**src/rtl/pc_fetch_unit_206.sv**
```systemverilog
// Instruction-fetch stage: owns the program counter, fetches one word per
// request/acknowledge handshake and holds it for decode until Advance.
module pc_fetch_unit_206 #(
    parameter logic [29:0] RESET_ADDR = 30'h0000_0C00,
    parameter int          MAX_WAIT   = 16
) (
    input  logic        clk,
    input  logic        rst,
    input  logic [31:2] Next_I_Addr,
    input  logic        Advance,
    output logic [31:2] PC_Addr,
    output logic [31:0] Instr,
    output logic        Instr_Valid,
    output logic        IM_Req,
    output logic [31:2] IM_Addr,
    input  logic        IM_Ack,
    input  logic [31:0] IM_RData,
    output logic        Fetch_Err,
    output logic [31:0] Fetch_Count
);

    localparam int                WAIT_W     = $clog2(MAX_WAIT) + 1;
    localparam bit                TIMEOUT_EN = (MAX_WAIT != 0);
    localparam logic [WAIT_W-1:0] WAIT_LAST  = WAIT_W'((MAX_WAIT == 0) ? 0 : MAX_WAIT - 1);

    typedef enum logic [1:0] {
        FETCH = 2'd0,
        HOLD  = 2'd1,
        ERR   = 2'd2
    } state_t;

    state_t            state;
    logic [WAIT_W-1:0] wait_cnt;

    always_ff @(posedge clk or posedge rst) begin
        if (rst) begin
            state       <= FETCH;
            PC_Addr     <= RESET_ADDR;
            Instr       <= '0;
            Instr_Valid <= 1'b0;
            Fetch_Err   <= 1'b0;
            Fetch_Count <= '0;
            wait_cnt    <= '0;
        end else begin
            case (state)
                FETCH: begin
                    // An ack on the limit cycle wins over the timeout.
                    if (IM_Ack) begin
                        Instr       <= IM_RData;
                        Instr_Valid <= 1'b1;
                        Fetch_Count <= Fetch_Count + 32'd1;
                        wait_cnt    <= '0;
                        state       <= HOLD;
                    end else begin
                        wait_cnt <= wait_cnt + 1'b1;
                        if (TIMEOUT_EN && (wait_cnt == WAIT_LAST)) begin
                            state       <= ERR;
                            Fetch_Err   <= 1'b1;
                            Instr_Valid <= 1'b0;
                        end
                    end
                end
                HOLD: begin
                    if (Advance) begin
                        PC_Addr     <= Next_I_Addr;
                        Instr_Valid <= 1'b0;
                        state       <= FETCH;
                    end
                end
                ERR: begin
                    Instr_Valid <= 1'b0;
                    Fetch_Err   <= 1'b1;
                end
                default: begin
                    state       <= ERR;
                    Instr_Valid <= 1'b0;
                    Fetch_Err   <= 1'b1;
                end
            endcase
        end
    end

    // Gated by rst so the request drops the moment reset is asserted.
    assign IM_Req  = (state == FETCH) && !rst;
    assign IM_Addr = PC_Addr;

endmodule

```
**config.mk**
```make
export PLATFORM = sky130hd
export DESIGN_NAME = pc_fetch_unit_206
export DESIGN_NICKNAME = d
export VERILOG_FILES = /design/src/rtl/pc_fetch_unit_206.sv
export SDC_FILE = /design/constraint.sdc
export NUM_CORES = 1
export LEC_CHECK = 0
export CORE_MARGIN = 2
export CORE_UTILIZATION = 39
export CTS_BUF_LIST = sky130_fd_sc_hd__clkbuf_2 sky130_fd_sc_hd__clkbuf_4 sky130_fd_sc_hd__clkbuf_8
export DETAILED_ROUTE_END_ITERATION = 6
export GPL_ROUTABILITY_DRIVEN = 0
export PLACE_DENSITY = 0.81
export SLEW_MARGIN = 20
export SYNTH_ARGS = -nofsm -noshare
export SYNTH_HDL_FRONTEND = slang
export SYNTH_SLANG_ARGS = --single-unit
```
**constraint.sdc**
```tcl
create_clock -name clk -period 3.34 [get_ports clk]
set_clock_uncertainty 0.15 [all_clocks]
set_input_delay 0.668 -clock clk [delete_from_list [all_inputs] [get_ports clk]]
set_output_delay 0.668 -clock clk [all_outputs]
set_load 0.01 [all_outputs]
```
### Word level (Yosys, flattened, before mapping)

Index checks and enable logic that the tools add are counted.

* $add $sub $neg: 2
* equality and inequality tests: 7
* multiplexer cells: 12
* bitwise gates (word level): 2
* reduce and logical (&&, ||, !) cells: 8

Operator list (count)
* 32-bit by 1-bit adder with 32-bit output, second input constant: 1
* 2-bit 2-to-1 mux: 3
* 2-bit != test, second input constant: 3
* 2-bit one-hot mux with 3 select lines: 1
* 2-bit AND reduction: 3
* 3-bit AND reduction: 2
* 5-bit by 1-bit adder with 5-bit output, second input constant: 1
* 5-bit by 4-bit equality test with 1-bit output, second input constant: 1
* 1-bit 2-to-1 mux: 5
* 5-bit 2-to-1 mux: 1
* 1-bit one-hot mux with 2 select lines: 2
* 3-bit != test, second input constant: 1
* 2-bit by 1-bit equality test with 1-bit output, second input constant: 1
* 2-bit equality test, second input constant: 1
* 2-bit logical NOT: 1
* 1-bit inverter: 2
* 1-bit logical AND: 1
* 1-bit logical NOT: 1

* flip-flop bits (word level): 103
* input bits: 66
* output and inout bits: 127
* word-level logic and storage cells: 38

### Depth between registers and ports, before layout

* depth in word-level cells: 4
* depth in mapped cells: 7

### Least setup slack after synthesis

OpenSTA, ideal clock, no wires.

* kind: input-to-reg
* from: in IM_Ack
* to: reg Fetch_Count[25]
* arrival time: 2244 ps
* data required time: 3111 ps
* setup slack: 866 ps
* stages on the path: 7
* cell sequence: buf_4 -> or3b_1 -> buf_6 -> or3_4 -> buf_6 -> nor4_1 -> xor2_1

* word-level cells in the longest chain between the ends: 1

RTL lines
* start: declaration: RTL line 16 `input logic IM_Ack,`
* 2-bit AND reduction (no line)
* end signal: assignment: RTL line 51 `Fetch_Count <= Fetch_Count + 32'd1;`
* end: declaration: RTL line 19 `output logic [31:0] Fetch_Count`

No other way between the ends.
A chain may end at the register's enable or synchronous reset.

### Final worst setup path

* from: reg state[0]
* to: out IM_Req

* word-level cells in the longest chain between the ends: 2

RTL lines
* start: declaration: RTL line 32 `state_t state;`
* start signal: assignment: RTL line 37 `state <= FETCH;`
* start signal: assignment: RTL line 53 `state <= HOLD;`
* start signal: assignment: RTL line 57 `state <= ERR;`
* 2-bit logical NOT: RTL line 84 `assign IM_Req = (state == FETCH) && !rst;`
* 1-bit logical AND: RTL line 84
* end: declaration: RTL line 14 `output logic IM_Req,`

No other way between the ends.

==> metrics.yaml <==
rows: 38
dp_cells: 700
drt_iter0_markers: 88
antenna_cells: 0
fmax_ghz: 0.3646
dieArea_um2: 12270
wl_um: 10560
holdWs_ns: 0.3275
cts_made_buffers: 9
finalCriticalPeriod_ns: 2.743
synth-seq-cells: 103
dp_hpwl_um: 7933
worst-slew-pin-transition_ns: 0.8682
clock-root-buffer: "clkbuf_8"
post-cts-setup-buffers: 0
gr-total-overflow: 0
tns_ns: 0
ir_drop_mv: 0.4144
outcome: "finished, final reports clean"
firstDrtPassIters: 4
final_util_pct: 59.36
swShare_pct: 33.12
via_count: 3444
switching_power_mw: 1.747
leakage_nw: 2.844
drv_slew: 0
yosysWarnings: 0
cp.arrival_ns: 1.92
hold_path.class: "reg2reg"
drc: 0
nets: 640
drive_gt1_share_pct: 10.59
cap_viol_max_count: 0
seqPwrFrac_pct: 39.2
synth-edff-count: 0
syn_to_final_growth_pct: 46.66
grt_max_degree: 40
cp_max_fo: 11
syn_area_um2: 4446
grt_pass1_vias: 3498
cts_tree: "built"
io_pins: 193
cts_sinks: 103
grt_use_total_pct: 17.68
p_clk_share_pct: 15.6
finalHoldViolCount: 0
die_h_um: 110.8
post-route-period-util_pct: 82.12
grt_pass1_wl_um: 17910
antenna_found_initial: 0
cts_hold_buf: 0
post_cts_resized: 0
rsz0062_at_grt: "false"
setup_viol: 0
internal-power_mw: 3.528
clk_path_buf_depth: 2
cp.required_ns: 2.52
port_buffers: 192
postRouteAntennaNets: 0
final_cells: 716
syn-mean-instance-area_um2: 10.92
drt-vias-per-instance: 4.810
h-tree-depth: 3
relSlewSlack_pct: 42.00
wl_per_cell_um: 14.75
ys_dominant_reg_cell: "dfrtp_1"
ys_top_cells_by_area: "dfrtp_1 57%, nand2_1 9.4%, mux2_2 7.6%"
yosysSeqAreaShare_pct: 58.04
core_um2: 10980
synthCells: 407
initial_core_util_pct: 40.48
syn_nets: 476
ys_async_sr_fraction_pct: 100.0
power.density_nw_per_um2: 809.0
criticalPathCategory: "reg2out"
p_comb_share_pct: 45.2
worstSkewPairLatency_ns: 0.36
setup.worst_path.start_class: "flop"
clk_pin_slew_ns: 0.09
synth_top_area_share_pct: 56.85
die_w_um: 110.8
ys_types: 36
critPathCaptureType: "output port"
yosysTopAreaCell: "dfrtp_1"
-- stage by stage --
step	cell area [um2]	total power [mW]	setup WS [ns]
finish	6520	5.275	0.5973
global route	6520	5.611	0.5001
CTS	6520	5.344	0.5717
detailed placement	6305	4.506	0.3278
global placement	6305	4.423	0.3466
floorplan	4449	3.250	0.8665
-- cells in the final DEF (no fill, tap or decap), drive strengths merged, types with 3 or more instances in the layout --
master	synthesis	routed
clkdlybuf4s50	0	192
nand2	111	111
dfrtp	101	101
mux2	30	30
xnor2	19	19
nand4	13	13
xor2	12	12
nor2	11	11
clkbuf	12	11
nand3	9	9
nor4	7	7
buf	34	7
nor3	6	6
inv	6	6
and3	4	4
and4	3	3
a21oi	3	3
o21ai	3	3
ha	3	3
-- path summary, 6_finish.rpt --
check                      cells after the start      start             end  slack, ns
max                                            3   state[0]          IM_Req       0.60
min                                            1  Fetch_Err       Fetch_Err       0.33
max reg2reg                                    5   state[0]  Fetch_Count[7]       1.15
min reg2reg                                    1  Fetch_Err       Fetch_Err       0.33
max in group asynchronous                      3        rst     IM_Addr[13]       1.58
min in group asynchronous                      2        rst      IM_Addr[7]       0.69
-- critical path, stage by stage (launching register included) --
cell	delay [ns]
dfrtp_1	0.49
or2_2	0.42
nor2_1	0.12
clkdlybuf4s50_1	0.54
-- power groups by stage --
stage / Sequential [mW] / Combinational, mW / Clock [mW]
floorplan: 2.21 / 1.04 / 0
global placement: 2.06 / 2.36 / 0
detailed placement: 2.08 / 2.42 / 0
CTS: 2.07 / 2.42 / 0.850
global route: 2.13 / 2.57 / 0.911
finish: 2.07 / 2.39 / 0.822
-- per-layer routing --
metal	track usage [%]	vias to the layer above	wire [um]
li1	-	1642	-
met1	22.12	1659	4391
met2	29.69	137	5270
met3	5.467	6	832
met4	4.917	0	69
met5	0	-	0
-- flip-flops by register name, indices dropped and copies added (netlist names) --
name	flops
IM_Addr	30
state	2
Instr_Valid	1
Fetch_Count	32
Instr	32
Fetch_Err	1
wait_cnt	5
-- cells by family (layout without fill, tap and decap cells) --
family / Yosys count / in the layout / synth area share [%]
AND/OR/NAND/NOR: 177 / 177 / 18.32
multiplexers: 31 / 31 / 7.824
buffers and inverters: 52 / 221 / 7.515
AO/OA/AOI/OAI: 10 / 10 / 1.351
flip-flops: 103 / 103 / 58.04
adder cells (fa/ha/maj): 3 / 3 / 0.8444
XOR/XNOR: 31 / 31 / 6.108
-- cell usage after synthesis (4+ instances only) --
master,count
nand2_1,111
dfrtp_1,101
buf_4,31
mux2_2,30
xnor2_1,19
nand4_1,13
clkbuf_1,12
xor2_1,12
nor2_1,11
nand3_1,9
inv_1,6
nor3_1,6
nor4_1,6
and3_1,4
-- cell type report --
cell class | count | area (um2)
clock inverter | 5 | 63.81
sequential | 103 | 2580
inverter | 6 | 26.28
timing repair buffer | 199 | 1987
clock buffer | 11 | 151.4
multi-input combinational | 252 | 1536
tap | 140 | 175.2
fill | 944 | 4463
(Power assumes the default switching activity.)
